**config.mk**
```make
export PLATFORM = sky130hd
export DESIGN_NAME = mem_stage
export DESIGN_NICKNAME = d
export VERILOG_FILES = /design/src/rtl/mem_pkg.sv /design/src/rtl/dmem_access_ctrl.sv /design/src/rtl/mem_stage.sv
export SDC_FILE = /design/constraint.sdc
export NUM_CORES = 1
export LEC_CHECK = 0
export ABC_AREA = 1
export CORE_MARGIN = 3
export CORE_UTILIZATION = 33
export DETAILED_ROUTE_END_ITERATION = 8
export PLACE_DENSITY = 0.84
export SYNTH_ARGS = -nofsm -noshare
export SYNTH_HDL_FRONTEND = slang
export SYNTH_SLANG_ARGS = --single-unit
export TNS_END_PERCENT = 100
```
**constraint.sdc**
```tcl
create_clock -name clk -period 2.21 [get_ports clk]
set_input_delay 0.663 -clock clk [delete_from_list [all_inputs] [get_ports clk]]
set_output_delay 0.663 -clock clk [all_outputs]
set_load 0.01 [all_outputs]
```
**src/rtl/mem_pkg.sv**
```systemverilog
// ============================================================================
// Module   : mem_pkg
// Brief    : Shared encodings and constants for the MEM pipeline stage.
// Revision : 1.0
// ============================================================================
`default_nettype none

package mem_pkg;

    localparam int unsigned DATA_W = 16;
    localparam int unsigned REG_W  = 3;
    localparam int unsigned CNT_W  = 4;

    localparam logic [CNT_W-1:0] TIMEOUT_LIMIT = 4'd15;

    typedef enum logic [1:0] {
        MEM_NONE  = 2'b00,
        MEM_LOAD  = 2'b01,
        MEM_STORE = 2'b10,
        MEM_RSVD  = 2'b11
    } mem_op_e;

    typedef enum logic {
        ST_IDLE = 1'b0,
        ST_WAIT = 1'b1
    } mem_state_e;

    // Reserved encoding behaves like "no memory access".
    function automatic logic is_access(input logic [1:0] op);
        return (op == MEM_LOAD) || (op == MEM_STORE);
    endfunction

endpackage

`default_nettype wire

```
**src/rtl/dmem_access_ctrl.sv**
```systemverilog
// ============================================================================
// Module   : dmem_access_ctrl
// Brief    : Data-memory request FSM with ack timeout and stall generation.
// Revision : 1.0
// ============================================================================
`default_nettype none

module dmem_access_ctrl
    import mem_pkg::*;
(
    input  logic              clk,
    input  logic              rst_n,
    input  logic [1:0]        mem_op_i,
    input  logic [DATA_W-1:0] addr_i,
    input  logic [DATA_W-1:0] wdata_i,
    input  logic              dmem_ack_i,
    output logic              dmem_req_o,
    output logic              dmem_we_o,
    output logic [DATA_W-1:0] dmem_addr_o,
    output logic [DATA_W-1:0] dmem_wdata_o,
    output logic              stall_o,
    output logic              mem_error_o
);

    mem_state_e        state_q, state_d;
    logic [CNT_W-1:0]  cnt_q, cnt_d;
    logic              req_q, req_d;
    logic              we_q, we_d;
    logic [DATA_W-1:0] addr_q, addr_d;
    logic [DATA_W-1:0] wdata_q, wdata_d;
    logic              err_q, err_d;
    logic              w_start;
    logic              w_pending;

    assign w_start   = (state_q == ST_IDLE) && is_access(mem_op_i);
    assign w_pending = (state_q == ST_WAIT) && !dmem_ack_i;
    assign stall_o   = rst_n && (w_start || w_pending);

    always_comb begin
        state_d = state_q;
        cnt_d   = cnt_q;
        req_d   = req_q;
        we_d    = we_q;
        addr_d  = addr_q;
        wdata_d = wdata_q;
        err_d   = 1'b0;
        case (state_q)
            ST_IDLE: begin
                if (w_start) begin
                    state_d = ST_WAIT;
                    cnt_d   = '0;
                    req_d   = 1'b1;
                    we_d    = (mem_op_i == MEM_STORE);
                    addr_d  = addr_i;
                    wdata_d = wdata_i;
                end
            end
            ST_WAIT: begin
                if (dmem_ack_i) begin
                    state_d = ST_IDLE;
                    req_d   = 1'b0;
                end else begin
                    // Giving up when the count reaches the limit caps the wait at 15 cycles.
                    cnt_d = cnt_q + 4'd1;
                    if (cnt_d == TIMEOUT_LIMIT) begin
                        state_d = ST_IDLE;
                        req_d   = 1'b0;
                        err_d   = 1'b1;
                    end
                end
            end
            default: state_d = ST_IDLE;
        endcase
    end

    always_ff @(posedge clk or negedge rst_n) begin
        if (!rst_n) begin
            state_q <= ST_IDLE;
            cnt_q   <= '0;
            req_q   <= 1'b0;
            we_q    <= 1'b0;
            addr_q  <= '0;
            wdata_q <= '0;
            err_q   <= 1'b0;
        end else begin
            state_q <= state_d;
            cnt_q   <= cnt_d;
            req_q   <= req_d;
            we_q    <= we_d;
            addr_q  <= addr_d;
            wdata_q <= wdata_d;
            err_q   <= err_d;
        end
    end

    assign dmem_req_o   = req_q;
    assign dmem_we_o    = we_q;
    assign dmem_addr_o  = addr_q;
    assign dmem_wdata_o = wdata_q;
    assign mem_error_o  = err_q;

endmodule

`default_nettype wire

```
**src/rtl/mem_stage.sv**
```systemverilog
// ============================================================================
// Module   : mem_stage
// Brief    : MEM pipeline stage: branch resolution, data-memory access, MEM/WB.
// Revision : 1.0
// ============================================================================
`default_nettype none

module mem_stage
    import mem_pkg::*;
(
    input  logic              clk,
    input  logic              rst_n,
    input  logic [DATA_W-1:0] alu_result_in,
    input  logic [DATA_W-1:0] data_1_in,
    input  logic [DATA_W-1:0] data_2_in,
    input  logic [REG_W-1:0]  reg_dst_result_in,
    input  logic              beq_in,
    input  logic              bne_in,
    input  logic [1:0]        mem_op_in,
    input  logic              mem_to_reg_in,
    input  logic              reg_write_in,
    input  logic              compare_in,
    input  logic [DATA_W-1:0] address_in,
    input  logic              address_src_in,
    output logic              dmem_req,
    output logic              dmem_we,
    output logic [DATA_W-1:0] dmem_addr,
    output logic [DATA_W-1:0] dmem_wdata,
    input  logic [DATA_W-1:0] dmem_rdata,
    input  logic              dmem_ack,
    output logic              stall,
    output logic              branch_taken,
    output logic [DATA_W-1:0] branch_target,
    output logic              flush,
    output logic [DATA_W-1:0] wb_data,
    output logic [REG_W-1:0]  wb_reg_dst,
    output logic              wb_reg_write,
    output logic              mem_error
);

    logic [DATA_W-1:0] wb_data_q, wb_data_d;
    logic [REG_W-1:0]  wb_reg_dst_q, wb_reg_dst_d;
    logic              wb_reg_write_q, wb_reg_write_d;

    dmem_access_ctrl u_ctrl (
        .clk          (clk),
        .rst_n        (rst_n),
        .mem_op_i     (mem_op_in),
        .addr_i       (alu_result_in),
        .wdata_i      (data_2_in),
        .dmem_ack_i   (dmem_ack),
        .dmem_req_o   (dmem_req),
        .dmem_we_o    (dmem_we),
        .dmem_addr_o  (dmem_addr),
        .dmem_wdata_o (dmem_wdata),
        .stall_o      (stall),
        .mem_error_o  (mem_error)
    );

    assign branch_taken  = (beq_in & compare_in) | (bne_in & ~compare_in);
    assign branch_target = address_src_in ? data_1_in : address_in;
    assign flush         = branch_taken;

    // stall is low only for a non-memory op in IDLE or the ack cycle, so those are the capture points.
    always_comb begin
        wb_data_d      = mem_to_reg_in ? dmem_rdata : alu_result_in;
        wb_reg_dst_d   = reg_dst_result_in;
        wb_reg_write_d = reg_write_in;
        if (stall) begin
            wb_data_d      = '0;
            wb_reg_dst_d   = '0;
            wb_reg_write_d = 1'b0;
        end
    end

    always_ff @(posedge clk or negedge rst_n) begin
        if (!rst_n) begin
            wb_data_q      <= '0;
            wb_reg_dst_q   <= '0;
            wb_reg_write_q <= 1'b0;
        end else begin
            wb_data_q      <= wb_data_d;
            wb_reg_dst_q   <= wb_reg_dst_d;
            wb_reg_write_q <= wb_reg_write_d;
        end
    end

    assign wb_data      = wb_data_q;
    assign wb_reg_dst   = wb_reg_dst_q;
    assign wb_reg_write = wb_reg_write_q;

endmodule

`default_nettype wire

```
# Word-level counts from Yosys, hierarchy flattened
# Cells that the tools add are included.
[word_totals] register_bits=60 output_inout_bits=74
[classes] add_sub_neg=1 eq_ne=6 muxes=19 n_bitwise=5 reduce_logical=9
[ops] operator="16-bit 2-to-1 mux" count=3
[ops] operator="1-bit 2-to-1 mux" count=10
[ops] operator="4-bit 2-to-1 mux" count=2
[ops] operator="4-bit case mux with 2 select lines" count=1
[ops] operator="2-bit AND reduction" count=3
[ops] operator="4-bit by 1-bit adder with 4-bit output, second input constant" count=1
[ops] operator="4-bit equality test, second input constant" count=1
[ops] operator="1-bit case mux with 2 select lines" count=2
[ops] operator="1-bit logical AND" count=3
[ops] operator="3-bit 2-to-1 mux" count=1
[ops] operator="3-bit inequality test, second input constant" count=1
[ops] operator="1-bit bitwise AND" count=2
[ops] operator="2-bit by 1-bit equality test with 1-bit output, second input constant" count=1
[ops] operator="2-bit equality test, second input constant" count=1
[ops] operator="1-bit logical OR" count=2
[ops] operator="2-bit by 1-bit inequality test with 1-bit output, second input constant" count=1
[ops] operator="2-bit inequality test, second input constant" count=1
[ops] operator="1-bit NOT" count=2
[ops] operator="1-bit zero test" count=1
[ops] operator="1-bit bitwise OR" count=1

# Longest topological paths before layout
# Gate-level depths: netlist (run 1).
[logic_depth] word_depth=6 depth_mapped=9 ltp_nobuf=8

# Hierarchy
# From an unflattened synthesis (run 1), not the netlist that was laid out.
[unflattened] hier_cells=352 area_unflattened_um2=2747.6
[modules_own_cells] mod="dmem_access_ctrl" n_inst=1 cells_per_inst=184 area_each_um2=1622.8 seq_area_each_um2=1001.0
[modules_own_cells] mod="mem_stage" n_inst=1 cells_per_inst=168 area_each_um2=1124.8 seq_area_each_um2=500.5

# Least setup slack after synthesis (run 1)
# Ideal clock, no wire load.
[synth_timing] kind="in2out" start="in mem_op_in[0]" end="out stall" arrival_ns=1.619 t_required_ns=1.547 path_slack_ns=-0.072 path_stages=8 path_cell_list="inv_1 -> ha_1 -> nor2_4 -> inv_2 -> nand2_2 -> nand2_2 -> buf_6 -> inv_1"
[synth_between] elab_chain_cells=5 word_cells_on_any_way=6
[synth_lines] element="from (decl)" line="mem_stage.sv:19" source="input logic [1:0] mem_op_in,"
[synth_lines] element="2-bit by 1-bit equality test with 1-bit output or 2-bit equality test (tied branches)" line="mem_pkg.sv:30" source="return (op == MEM_LOAD) || (op == MEM_STORE);"
[synth_lines] element="1-bit logical OR (*)" line="mem_pkg.sv:30"
[synth_lines] element="1-bit logical AND (*)" line="dmem_access_ctrl.sv:35" source="assign w_start = (state_q == ST_IDLE) && is_access(mem_op_i);"
[synth_lines] element="1-bit logical OR (*)" line="dmem_access_ctrl.sv:37" source="assign stall_o = rst_n && (w_start || w_pending);"
[synth_lines] element="1-bit logical AND (*)" line="dmem_access_ctrl.sv:37"
[synth_lines] element="to (decl)" line="mem_stage.sv:31" source="output logic stall,"
# Every way passes the cells marked *; elsewhere a longest branch is shown, timed or not.

# Final worst setup path (run 1)
[layout_timing] start="in data_1_in[14]" end="out branch_target[14]"
[layout_between] elab_chain_cells=1
[layout_lines] element="from (decl)" line="mem_stage.sv:14" source="input logic [DATA_W-1:0] data_1_in,"
[layout_lines] element="16-bit 2-to-1 mux" line="mem_stage.sv:61" source="assign branch_target = address_src_in ? data_1_in : address_in;"
[layout_lines] element="to (decl)" line="mem_stage.sv:33" source="output logic [DATA_W-1:0] branch_target,"
# Every way passes these cells.

==> results of run 1 <==
cells in the mapped netlist:
master	count	area [µm²]
buf_2	7	35.0
ha_1	3	37.5
nand2_1	113	424
nand4_1	1	6.26
o21ai_0	36	180
clkbuf_1	4	15.0
buf_6	2	22.5
nand2_2	2	12.5
nor2_4	1	11.3
buf_4	1	7.51
nor2_1	2	7.51
a21oi_1	1	5.00
nor3_1	1	5.00
inv_1	46	173
nand3_1	2	10.0
o22ai_1	1	6.26
inv_2	1	3.75
dfrtp_1	60	1500
mux2_2	17	191
how the worst max path moves through the flow:
stage                   from                 to  cells after the start
3_3_place_gp    mem_op_in[0]              stall                      9
2_1_floorplan   mem_op_in[0]              stall                      8
3_5_place_dp    mem_op_in[0]              stall                      9
6_report       data_1_in[14]  branch_target[14]                      3
4_1_cts        address_in[8]   branch_target[8]                      3
5_1_grt        data_1_in[14]  branch_target[14]                      3
power groups by stage:
stage	clock network (mW)	logic [mW]	registers, mW
after CTS	0.985	1.41	1.55
after detailed placement	0	1.40	1.56
after floorplan	0	0.402	1.66
after global routing	1.03	1.52	1.58
after global placement	0	1.37	1.55
final	0.954	1.38	1.54
stage by stage:
| step | util, % | power [mW] | hold WS (ns) | TNS, ns |
|---|---|---|---|---|
| CTS | 59.6 | 3.94 | 0.476 | 0 |
| finish | 59.2 | 3.88 | 0.469 | 0 |
| global placement | 57.3 | 2.91 | 0.455 | -11.23 |
| detailed placement | 57.3 | 2.96 | 0.458 | -12.09 |
| floorplan | - | 2.06 | 0.367 | 0 |
| global route | 59.2 | 4.13 | 0.500 | 0 |
cells by family (layout without fill, tap and decap cells):
| group | Yosys count | after routing | share of synthesized area (%) |
|---|---|---|---|
| compound gates | 38 | 38 | 7.21 |
| buf+inv | 61 | 240 | 9.66 |
| flops | 60 | 60 | 56.6 |
| mux | 17 | 17 | 7.21 |
| simple gates | 122 | 122 | 18.0 |
| fa+ha+maj | 3 | 3 | 1.41 |
routing by layer:
metal  vias up  wire (µm)  track usage, %
met2       147       4150            32.5
li1       1262          -               -
met1      1155       2830            17.8
met3        14        835            6.33
met4         0        150            7.35
met5         -          0               0
flip-flops by register name (all words and copies together) (netlist names):
name,cells
u_ctrl.dmem_req_o,1
wb_reg_write,1
wb_reg_dst,3
u_ctrl.mem_error_o,1
u_ctrl.cnt_q,4
u_ctrl.dmem_we_o,1
u_ctrl.dmem_addr_o,16
u_ctrl.state_q,1
wb_data,16
u_ctrl.dmem_wdata_o,16
worst reg2reg max path: cells and delay by family (launching register included):
family          cells  cell delay [ns]
flops               1             0.47
buf+inv             2             0.48
compound gates      1             0.11
simple gates        2             0.21
what timing repair did:
action,4_1_cts,5_1_grt
buffers inserted,2,0
endpoints found under the setup margin,19,5
pin swaps,4,0
gates cloned,1,0
endpoints found under the hold margin,0,0
resized for setup,96,5
final cells by class:
class	instances	share of cell area [%]
clock buffers	10	2.99
clock inverters	5	1.14
inverters	47	3.84
multi-input cells	180	20.1
flip-flops and latches	60	32.6
well taps	102	2.77
repair buffers	178	36.5
==> summary.txt, run 1 <==
Timing
  – Final Skew: 0.00453 ns
  – Rel. slew slack: 51.2%
  – Pins Over Slew Limit: 0
  – Final Critical Period: 2.16 ns
  – Fmax: 464 MHz
  – Final worst-path cycle share: 97.6%
  – Final setup margin: 0.0537 ns
  – Final hold violation count: 0
  – Least-Margin Pin Slew: 0.733 ns
  – # setup viols final: 0
  – RSZ-0062 raised after global routing: false

Min path
  – WHS Path Cells: 2
  – Hold Startpoint: u_ctrl.dmem_wdata_o[8]$_DFFE_PN0P_
  – Hold path endpoint: u_ctrl.dmem_wdata_o[8]$_DFFE_PN0P_
  – Hold/Removal Path Class: reg2reg

Finish
  – Area added between synthesis and finish: 73.2%
  – Filler Cell Count: 678
  – Area taken by multi-input logic gates: 926 µm²
  – Most frequent cells in the layout: 139 x clkdlybuf4s50_1, 112 x nand2_1, 60 x dfrtp_1
  – Commonest non-fill, non-tap cell in the layout: clkdlybuf4s50_1
  – Reg area: 1500 µm²
  – Cell Count, Final, Fillers Out: 582
  – Post-layout net count: 573
  – Share of cells above drive strength 1: 15.4%
  – Diode count: 0
  – Cell area after layout: 4600 µm²

Global routing
  – Overflow after GRT: 0
  – Initial antenna violation count: 0
  – First-pass GRT wire length: 12.3 mm
  – Vias in the first global route: 2710
  – Overall global routing resource usage: 17.6%
  – Largest net degree at the start of global routing: 61

Clock network
  – # clock sinks: 60
  – CTS root buf: clkbuf_8
  – Maximum root-to-sink buffer count: 2
  – CTS tree: done
  – Total number of H-tree levels: 3
  – Clk slew on worst S/H paths: 0.06 ns
  – Hold buffers post-CTS: 0
  – Num CTS Buffers: 9
  – Clock insertion delay at the later pin of the skew report: 0.33 ns

Setup path
  – Worst R2R Start: u_ctrl.state_q$_DFF_PN0_
  – R2R Setup Slk: 0.84 ns
  – Worst Path Required: 1.55 ns
  – Crit-path slowest cell: clkdlybuf4s50_1
  – CP Capture Type: primary output
  – Delay-heaviest family, CP: buffers and inverters
  – Crit Path Class: in2out
  – Crit path cell chain: clkdlybuf4s50_1, mux2_2, buf_2
  – Worst Reg-to-Reg Cells: 5
  – Maximum fanout along the worst path: 1
  – Critical path buffers and inverters: 2
  – RR Endpoint: u_ctrl.dmem_addr_o[7]$_DFFE_PN0P_
  – Startpoint types: primary input
  – WP data arrival: 1.49 ns
  – CP peak stage delay: 0.42 ns

Synth
  – Netlist cell types: 19
  – Sequential area share after synthesis: 56.6%
  – Syn. warnings: 0
  – Syn_area_per_cell: 8.82 µm²
  – Synth Register Bits: 60
  – Synth Cell Area: 2660 µm²
  – Syn_nets: 398
  – Cells after synthesis: 301

Placed design
  – GP Congestion: 0.765
  – # port buffers: 167
  – Pre-CTS WS: -0.828 ns
  – Placed instance area: 4450 µm²
  – Post-Place Cells: 564
  – HPWL after DPL: 6.04 mm

Die
  – Rows: 32
  – Die area: 9160 µm²
  – Initial Util: 34.2%
  – Die extent in y: 95.7 µm
  – Core area: 7770 µm²
  – Ports: 168
  – Chip Width: 95.7 µm

Power
  – Switching Fraction: 30.8%
  – Power Internal: 2.69 mW
  – Clock power share: 24.6%
  – Leak: 2.29 nW
  – Worst vdd ir: 0.000328 V
  – Sequential power share: 39.8%
  – PwrDens: 843 nW/µm²
  – Comb pwr share: 35.6%
  – Net load switching power: 1.19 mW

Drt
  – Drt drc: 0
  – DRT antenna net count: 0
  – Detailed Routing Iterations Pass 1: 4
  – Routed via count: 2578
  – Vias per inst: 4.43
  – WL/cell: 13.7 µm
  – Drt total wl: 7.97 mm
  – Drt initial violations: 70

Outcome
  – Status: completed

Job
  – Max Cap Viol: 0
Note: power is estimated with default switching activity, not from simulation.
==> inputs of run 2 (changes only) <==
--- a/config.mk
+++ b/config.mk
@@ -7,9 +7,10 @@
 export LEC_CHECK = 0
 export ABC_AREA = 1
 export CORE_MARGIN = 3
-export CORE_UTILIZATION = 33
+export CORE_UTILIZATION = 34
+export CTS_BUF_LIST = sky130_fd_sc_hd__clkbuf_4
 export DETAILED_ROUTE_END_ITERATION = 8
-export PLACE_DENSITY = 0.84
+export PLACE_DENSITY = 0.85
 export SYNTH_ARGS = -nofsm -noshare
 export SYNTH_HDL_FRONTEND = slang
 export SYNTH_SLANG_ARGS = --single-unit
==> run 2 against run 1 <==
Against the previous run: utilization grew 1.9 points; cell count shrank 0.69%; critical endpoint is now branch_target[11]; sequential cell count is the same; largest power group unchanged; critical path type unchanged; fmax shrank 1.4%; clock power shrank 28%.
==> summary.txt, run 2 (synthesis results as in run 1) <==
Outcome
  – Status: completed

Placed design
  – Pre-CTS WS: -0.806 ns (+0.0219 ns)
  – # port buffers: 167 (unchanged)
  – Post-Place Cells: 560 (-0.71%)
  – Placed instance area: 4440 µm² (-0.25%)
  – HPWL after DPL: 5.99 mm (-0.84%)
  – GP Congestion: 0.722 (-5.5%)

Die
  – Initial Util: 35.8% (+1.7 points)
  – Die area: 8910 µm² (-2.7%)
  – Rows: 31 (-3.1%)
  – Die extent in y: 94.4 µm (-1.4%)
  – Chip Width: 94.4 µm (-1.4%)
  – Core area: 7410 µm² (-4.6%)
  – Ports: 168 (unchanged)

Setup path
  – Crit Path Class: in2out
  – WP data arrival: 1.52 ns (+0.03 ns)
  – Startpoint types: primary input
  – Maximum fanout along the worst path: 1 (unchanged)
  – Crit-path slowest cell: clkdlybuf4s50_1
  – Crit path cell chain: clkdlybuf4s50_1, mux2_2, buf_2
  – Critical path buffers and inverters: 2 (unchanged)
  – CP Capture Type: primary output
  – Delay-heaviest family, CP: buffers and inverters
  – CP peak stage delay: 0.45 ns (+0.03 ns)
  – Worst Path Required: 1.55 ns (about the same)

Drt
  – Drt drc: 0 (unchanged)
  – DRT antenna net count: 0 (unchanged)
  – Vias per inst: 4.42 (-0.32%)
  – Drt total wl: 7.81 mm (-2.0%)
  – Drt initial violations: 70 (unchanged)
  – Detailed Routing Iterations Pass 1: 4 (unchanged)
  – WL/cell: 13.5 µm (-1.3%)
  – Routed via count: 2552 (-1.0%)

Timing
  – RSZ-0062 raised after global routing: false
  – # setup viols final: 0 (unchanged)
  – Pins Over Slew Limit: 0 (unchanged)
  – Final hold violation count: 0 (unchanged)
  – Final Critical Period: 2.19 ns (+0.0310 ns)
  – Final setup margin: 0.0227 ns (-0.0310 ns)
  – Rel. slew slack: 51.3% (+0.10 points)
  – Setup TNS: 0 ns (unchanged)
  – Final Skew: 0.0107 ns (+0.00618 ns)
  – Final worst-path cycle share: 99.0% (+1.4 points)
  – Least-Margin Pin Slew: 0.731 ns (-0.00153 ns)
  – Fmax: 457 MHz (-1.4%)

Global routing
  – Overall global routing resource usage: 17.9% (+0.25 points)
  – Most Crowded Layer GR: met2
  – Initial antenna violation count: 0 (unchanged)
  – Largest net degree at the start of global routing: 61 (unchanged)
  – Routing usage on met2: 34.2% (+1.7 points)
  – First-pass GRT wire length: 12.1 mm (-1.2%)
  – Met1 usage in global routing: 18.2% (+0.38 points)
  – Grt met3 use: 5.26% (-1.1 points)
  – Overflow after GRT: 0 (unchanged)
  – Vias in the first global route: 2618 (-3.4%)

Clock network
  – Total number of H-tree levels: 3 (unchanged)
  – Num CTS Buffers: 9 (unchanged)
  – # clock sinks: 60 (unchanged)
  – Clock insertion delay at the later pin of the skew report: 0.38 ns (+0.05 ns)
  – Hold buffers post-CTS: 0 (unchanged)
  – CTS root buf: clkbuf_4
  – Clk slew on worst S/H paths: 0.09 ns (+0.03 ns)
  – CTS tree: done
  – Maximum root-to-sink buffer count: 2 (unchanged)

Finish
  – Share of cells above drive strength 1: 15.0% (-0.39 points)
  – Diode count: 0 (unchanged)
  – Area added between synthesis and finish: 70.5%
  – Cell Count, Final, Fillers Out: 578 (-0.69%)
  – Commonest non-fill, non-tap cell in the layout: clkdlybuf4s50_1
  – Post-layout net count: 573 (unchanged)
  – Most frequent cells in the layout: 141 x clkdlybuf4s50_1, 112 x nand2_1, 60 x dfrtp_1
  – Cell area after layout: 4530 µm² (-1.6%)

Job
  – Max Cap Viol: 0 (unchanged)

Power
  – Leak: 2.26 nW (-1.6%)
  – PwrDens: 797 nW/µm² (-5.5%)
  – Worst vdd ir: 0.000292 V (-11%)

Min path
  – Hold/Removal Path Class: in2async
-- run 2: changes by cell type in the layout (fill, tap and decap cells not counted), sizes merged --
cell / previous run / this run
clkbuf: 10 / 12
clkinvlp: 1 / 0
clkdlybuf4s50: 139 / 141
buf: 34 / 32
dlygate4sd2: 5 / 3
-- run 2: metrics by stage --
step	hold slack [ns]	utilization, %	total power [mW]
2_1_floorplan	0.367	-	2.06
3_5_place_dp	0.462	60.0	2.96
6_report	0.468	61.1	3.61
5_1_grt	0.495	61.1	3.86
4_1_cts	0.453	61.3	3.67
3_3_place_gp	0.456	60.0	2.91
-- run 2: layout make-up --
type                       count  area (µm²)
clock buffer                  10        75.1
clock inverter                 4        42.5
timing repair buffer         178        1690
tap                           99         124
fill                         666        2880
multi-input combinational    180         921
sequential                    60        1500
inverter                      47         176
-- run 2: where the power goes --
part / internal (mW) / switching [mW] / leakage, nW / total, mW
logic: 0.778 / 0.614 / 1.44 / 1.39
registers: 1.37 / 0.161 / 0.747 / 1.53
clock network: 0.337 / 0.348 / 0.0672 / 0.685
total: 2.49 / 1.12 / 2.26 / 3.61
-- run 2: metal layers --
layer | part of all wire, % | vias to the layer above
met5 | 0 | -
met4 | 1.2 | 0
met3 | 8.8 | 10
met2 | 54 | 130
met1 | 36 | 1147
li1 | - | 1265
-- run 2: path summary, 6_finish.rpt --
kind,start,to,slack (ns),depth (start not counted)
max in group asynchronous,rst_n,u_ctrl.cnt_q[0]$_DFFE_PN0P_,1.26,2
min reg2reg,u_ctrl.dmem_wdata_o[10]$_DFFE_PN0P_,u_ctrl.dmem_wdata_o[10]$_DFFE_PN0P_,0.48,2
min in group clk,u_ctrl.dmem_wdata_o[10]$_DFFE_PN0P_,u_ctrl.dmem_wdata_o[10]$_DFFE_PN0P_,0.48,2
max,data_1_in[11],branch_target[11],0.02,3
max reg2reg,u_ctrl.state_q$_DFF_PN0_,u_ctrl.state_q$_DFF_PN0_,0.88,4
min,rst_n,wb_data[7]$_DFF_PN0_,0.47,2
-- run 2: repair_timing --
action	CTS	global route
buffers inserted	3	0
pin swaps	4	0
gates resized for setup	94	3
setup endpoints to repair	19	3
cloned	1	0
==> inputs of run 3 (changes only) <==
--- a/config.mk
+++ b/config.mk
@@ -6,6 +6,7 @@
 export NUM_CORES = 1
 export LEC_CHECK = 0
 export ABC_AREA = 1
+export CORE_ASPECT_RATIO = 0.8
 export CORE_MARGIN = 3
 export CORE_UTILIZATION = 34
 export CTS_BUF_LIST = sky130_fd_sc_hd__clkbuf_4
==> run 3 against run 2 <==
Against the previous run: hold slack better by 0.011 ns; power up 7.2%; register-to-register slack worse by 0.08 ns; sequential share of layout area down 0.36 points; sequential cell count unchanged; wire length down 1.1%; clock-buffer cell count unchanged; utilization down 0.056 points; critical path type unchanged; largest power group unchanged.
==> summary.txt, run 3 (synthesis results as in run 1) <==
Clock network
  – Num CTS Buffers: 9 (unchanged)
  – CTS root buf: clkbuf_4
  – # clock sinks: 60 (unchanged)
  – Clk slew on worst S/H paths: 0.09 ns (about the same)
  – Clock insertion delay at the later pin of the skew report: 0.39 ns (about the same)
  – CTS tree: done
  – Maximum root-to-sink buffer count: 2 (unchanged)
  – Number of setup buffers added after CTS: 0 (-3)
  – Total number of H-tree levels: 3 (unchanged)

Finish
  – Share of cells above drive strength 1: 15.0% (-0.031 points)
  – Commonest non-fill, non-tap cell in the layout: clkdlybuf4s50_1
  – Cell area after layout: 4580 µm² (+1.1%)
  – Diode count: 0 (unchanged)
  – Area added between synthesis and finish: 72.4%
  – Post-layout net count: 572 (-0.17%)
  – Most frequent cells in the layout: 142 x clkdlybuf4s50_1, 112 x nand2_1, 60 x dfrtp_1

Global routing
  – Overall global routing resource usage: 17.5% (-0.37 points)
  – First-pass GRT wire length: 12.5 mm (+2.7%)
  – Overflow after GRT: 0 (unchanged)
  – Initial antenna violation count: 0 (unchanged)
  – Largest net degree at the start of global routing: 61 (unchanged)
  – Vias in the first global route: 2562 (-2.1%)

Drt
  – Drt total wl: 7.73 mm (-1.1%)
  – Drt initial violations: 84 (+20%)
  – Detailed Routing Iterations Pass 1: 4 (unchanged)
  – Vias per inst: 4.35 (-1.4%)
  – DRT antenna net count: 0 (unchanged)
  – Drt drc: 0 (unchanged)
  – WL/cell: 13.2 µm (-2.2%)
  – Routed via count: 2546 (-0.24%)

Setup path
  – Crit-path slowest cell: clkdlybuf4s50_1
  – CP Capture Point: branch_target[14]
  – Crit Path Class: in2out
  – Crit path cell chain: clkdlybuf4s50_1, mux2_2, buf_2
  – CP peak stage delay: 0.42 ns (-0.03 ns)
  – Beginning of the critical path: data_1_in[14]
  – Critical Path Stages: 3 (unchanged)
  – Startpoint types: primary input
  – RR Endpoint: u_ctrl.state_q$_DFF_PN0_
  – Maximum fanout along the worst path: 1 (unchanged)
  – Worst Path Required: 1.55 ns (about the same)
  – WP data arrival: 1.49 ns (-0.03 ns)
  – Worst Reg-to-Reg Cells: 4 (unchanged)
  – Critical path buffers and inverters: 2 (unchanged)
  – R2R Setup Slk: 0.80 ns (-0.08 ns)
  – Delay-heaviest family, CP: buffers and inverters
  – Worst R2R Start: u_ctrl.state_q$_DFF_PN0_
  – CP Capture Type: primary output

Die
  – Ports: 168 (unchanged)
  – Rows: 28 (-9.7%)
  – Core area: 7500 µm² (+1.2%)
  – Chip Width: 105 µm (+11%)
  – Die extent in y: 85.0 µm (-9.9%)
  – Die area: 8910 µm² (about the same)
  – Initial Util: 35.4% (-0.42 points)

Power
  – Comb pwr share: 35.5% (-3.1 points)
  – Worst vdd ir: 0.000347 V (+19%)
  – PwrDens: 845 nW/µm² (+6.0%)
  – Switching Fraction: 29.8% (-1.3 points)
  – Tot Pwr: 3.87 mW (+7.2%)
  – Power Internal: 2.71 mW (+9.2%)
  – Sequential power share: 39.5% (-2.9 points)
  – Clock power share: 25.0% (+6.0 points)
  – Net load switching power: 1.15 mW (+2.6%)
  – Leak: 2.28 nW (+0.86%)

Placed design
  – Placed instance area: 4470 µm² (+0.51%)
  – HPWL after DPL: 5.83 mm (-2.7%)
  – # port buffers: 167 (unchanged)
  – Pre-CTS WS: -0.759 ns (+0.0465 ns)
  – GP Congestion: 0.800 (+11%)

Timing
  – RSZ-0062 raised after global routing: false
  – Final worst-path cycle share: 97.4% (-1.6 points)
  – Least-Margin Pin Slew: 0.745 ns (+0.0144 ns)
  – Final Critical Period: 2.15 ns (-0.0346 ns)
  – # setup viols final: 0 (unchanged)
  – Fmax: 465 MHz (+1.6%)
  – Setup TNS: 0 ns (unchanged)
  – Final setup margin: 0.0573 ns (+0.0346 ns)
  – Final hold violation count: 0 (unchanged)
  – Pins Over Slew Limit: 0 (unchanged)
  – Rel. slew slack: 50.3% (-0.96 points)
  – Final Skew: 0.00642 ns (-0.00429 ns)

Min path
  – Hold/Removal Path Class: reg2reg

Job
  – Max Cap Viol: 0 (unchanged)

Outcome
  – Status: completed
[run 3: cell types whose count changed in the layout (fill, tap and decap cells not counted)]
| cell | delta |
|---|---|
| buf_2 | +1 |
| inv_1 | +1 |
| dlygate4sd2_1 | -1 |
| buf_4 | -1 |
| nand2_4 | -1 |
| bufinv_16 | +2 |
| clkdlybuf4s50_1 | +1 |
| nand2_2 | +1 |
| inv_2 | -1 |
| buf_6 | -1 |
[run 3: stage by stage]
step | utilization [%] | hold WS (ns) | cells
detailed placement | 59.6 | 0.458 | 568
global route | 61.0 | 0.506 | 585
finish | 61.0 | 0.479 | 585
CTS | 61.5 | 0.482 | 585
floorplan | - | 0.367 | 301
global placement | 59.6 | 0.455 | 568
[run 3: timing repair]
item,4_1_cts,5_1_grt
setup endpoints to repair,19,5
pin swaps,2,0
hold buffers,0,0
gates cloned,1,0
resized for setup,89,6
[run 3: per-layer routing]
metal	vias to the layer above	part of all wire, %	global-route usage (%)
li1	1263	-	-
met1	1162	40	21.1
met2	112	51	29.8
met3	9	7.7	5.32
met4	0	1.1	6.56
met5	-	0	0
[run 3: area by class of cell]
cell class	instances	area [µm²]
well taps	105	131
clock inverters	6	103
repair buffers	177	1670
clock buffers	10	75.1
inverters	47	176
flip-flops and latches	60	1500
multi-input cells	180	916
fillers	656	2920
[run 3: how the worst min path moves through the flow]
stage / to / cells after the start / slack [ns] / from
after detailed placement: u_ctrl.dmem_wdata_o[8]$_DFFE_PN0P_ / 2 / 0.46 / u_ctrl.dmem_wdata_o[8]$_DFFE_PN0P_
after floorplan: u_ctrl.cnt_q[0]$_DFFE_PN0P_ / 0 / 0.37 / rst_n
after CTS: u_ctrl.dmem_wdata_o[8]$_DFFE_PN0P_ / 2 / 0.48 / u_ctrl.dmem_wdata_o[8]$_DFFE_PN0P_
after global placement: u_ctrl.dmem_wdata_o[1]$_DFFE_PN0P_ / 2 / 0.45 / u_ctrl.dmem_wdata_o[1]$_DFFE_PN0P_
final: u_ctrl.dmem_wdata_o[8]$_DFFE_PN0P_ / 2 / 0.48 / u_ctrl.dmem_wdata_o[8]$_DFFE_PN0P_
after global routing: u_ctrl.dmem_wdata_o[6]$_DFFE_PN0P_ / 2 / 0.51 / u_ctrl.dmem_wdata_o[6]$_DFFE_PN0P_
[run 3: power by group through the flow]
stage / Combinational (mW) / Sequential [mW] / Clock [mW]
after floorplan: 0.402 / 1.66 / 0
after global placement: 1.38 / 1.53 / 0
after detailed placement: 1.41 / 1.55 / 0
after CTS: 1.40 / 1.53 / 0.999
after global routing: 1.49 / 1.56 / 1.05
final: 1.37 / 1.53 / 0.968
[run 3: worst reg2reg max path: cells and delay by family, from the launching register on]
kind / cells / cell delay [ns]
simple gates: 1 / 0.07
flops: 1 / 0.50
buf+inv: 2 / 0.46
compound gates: 1 / 0.22
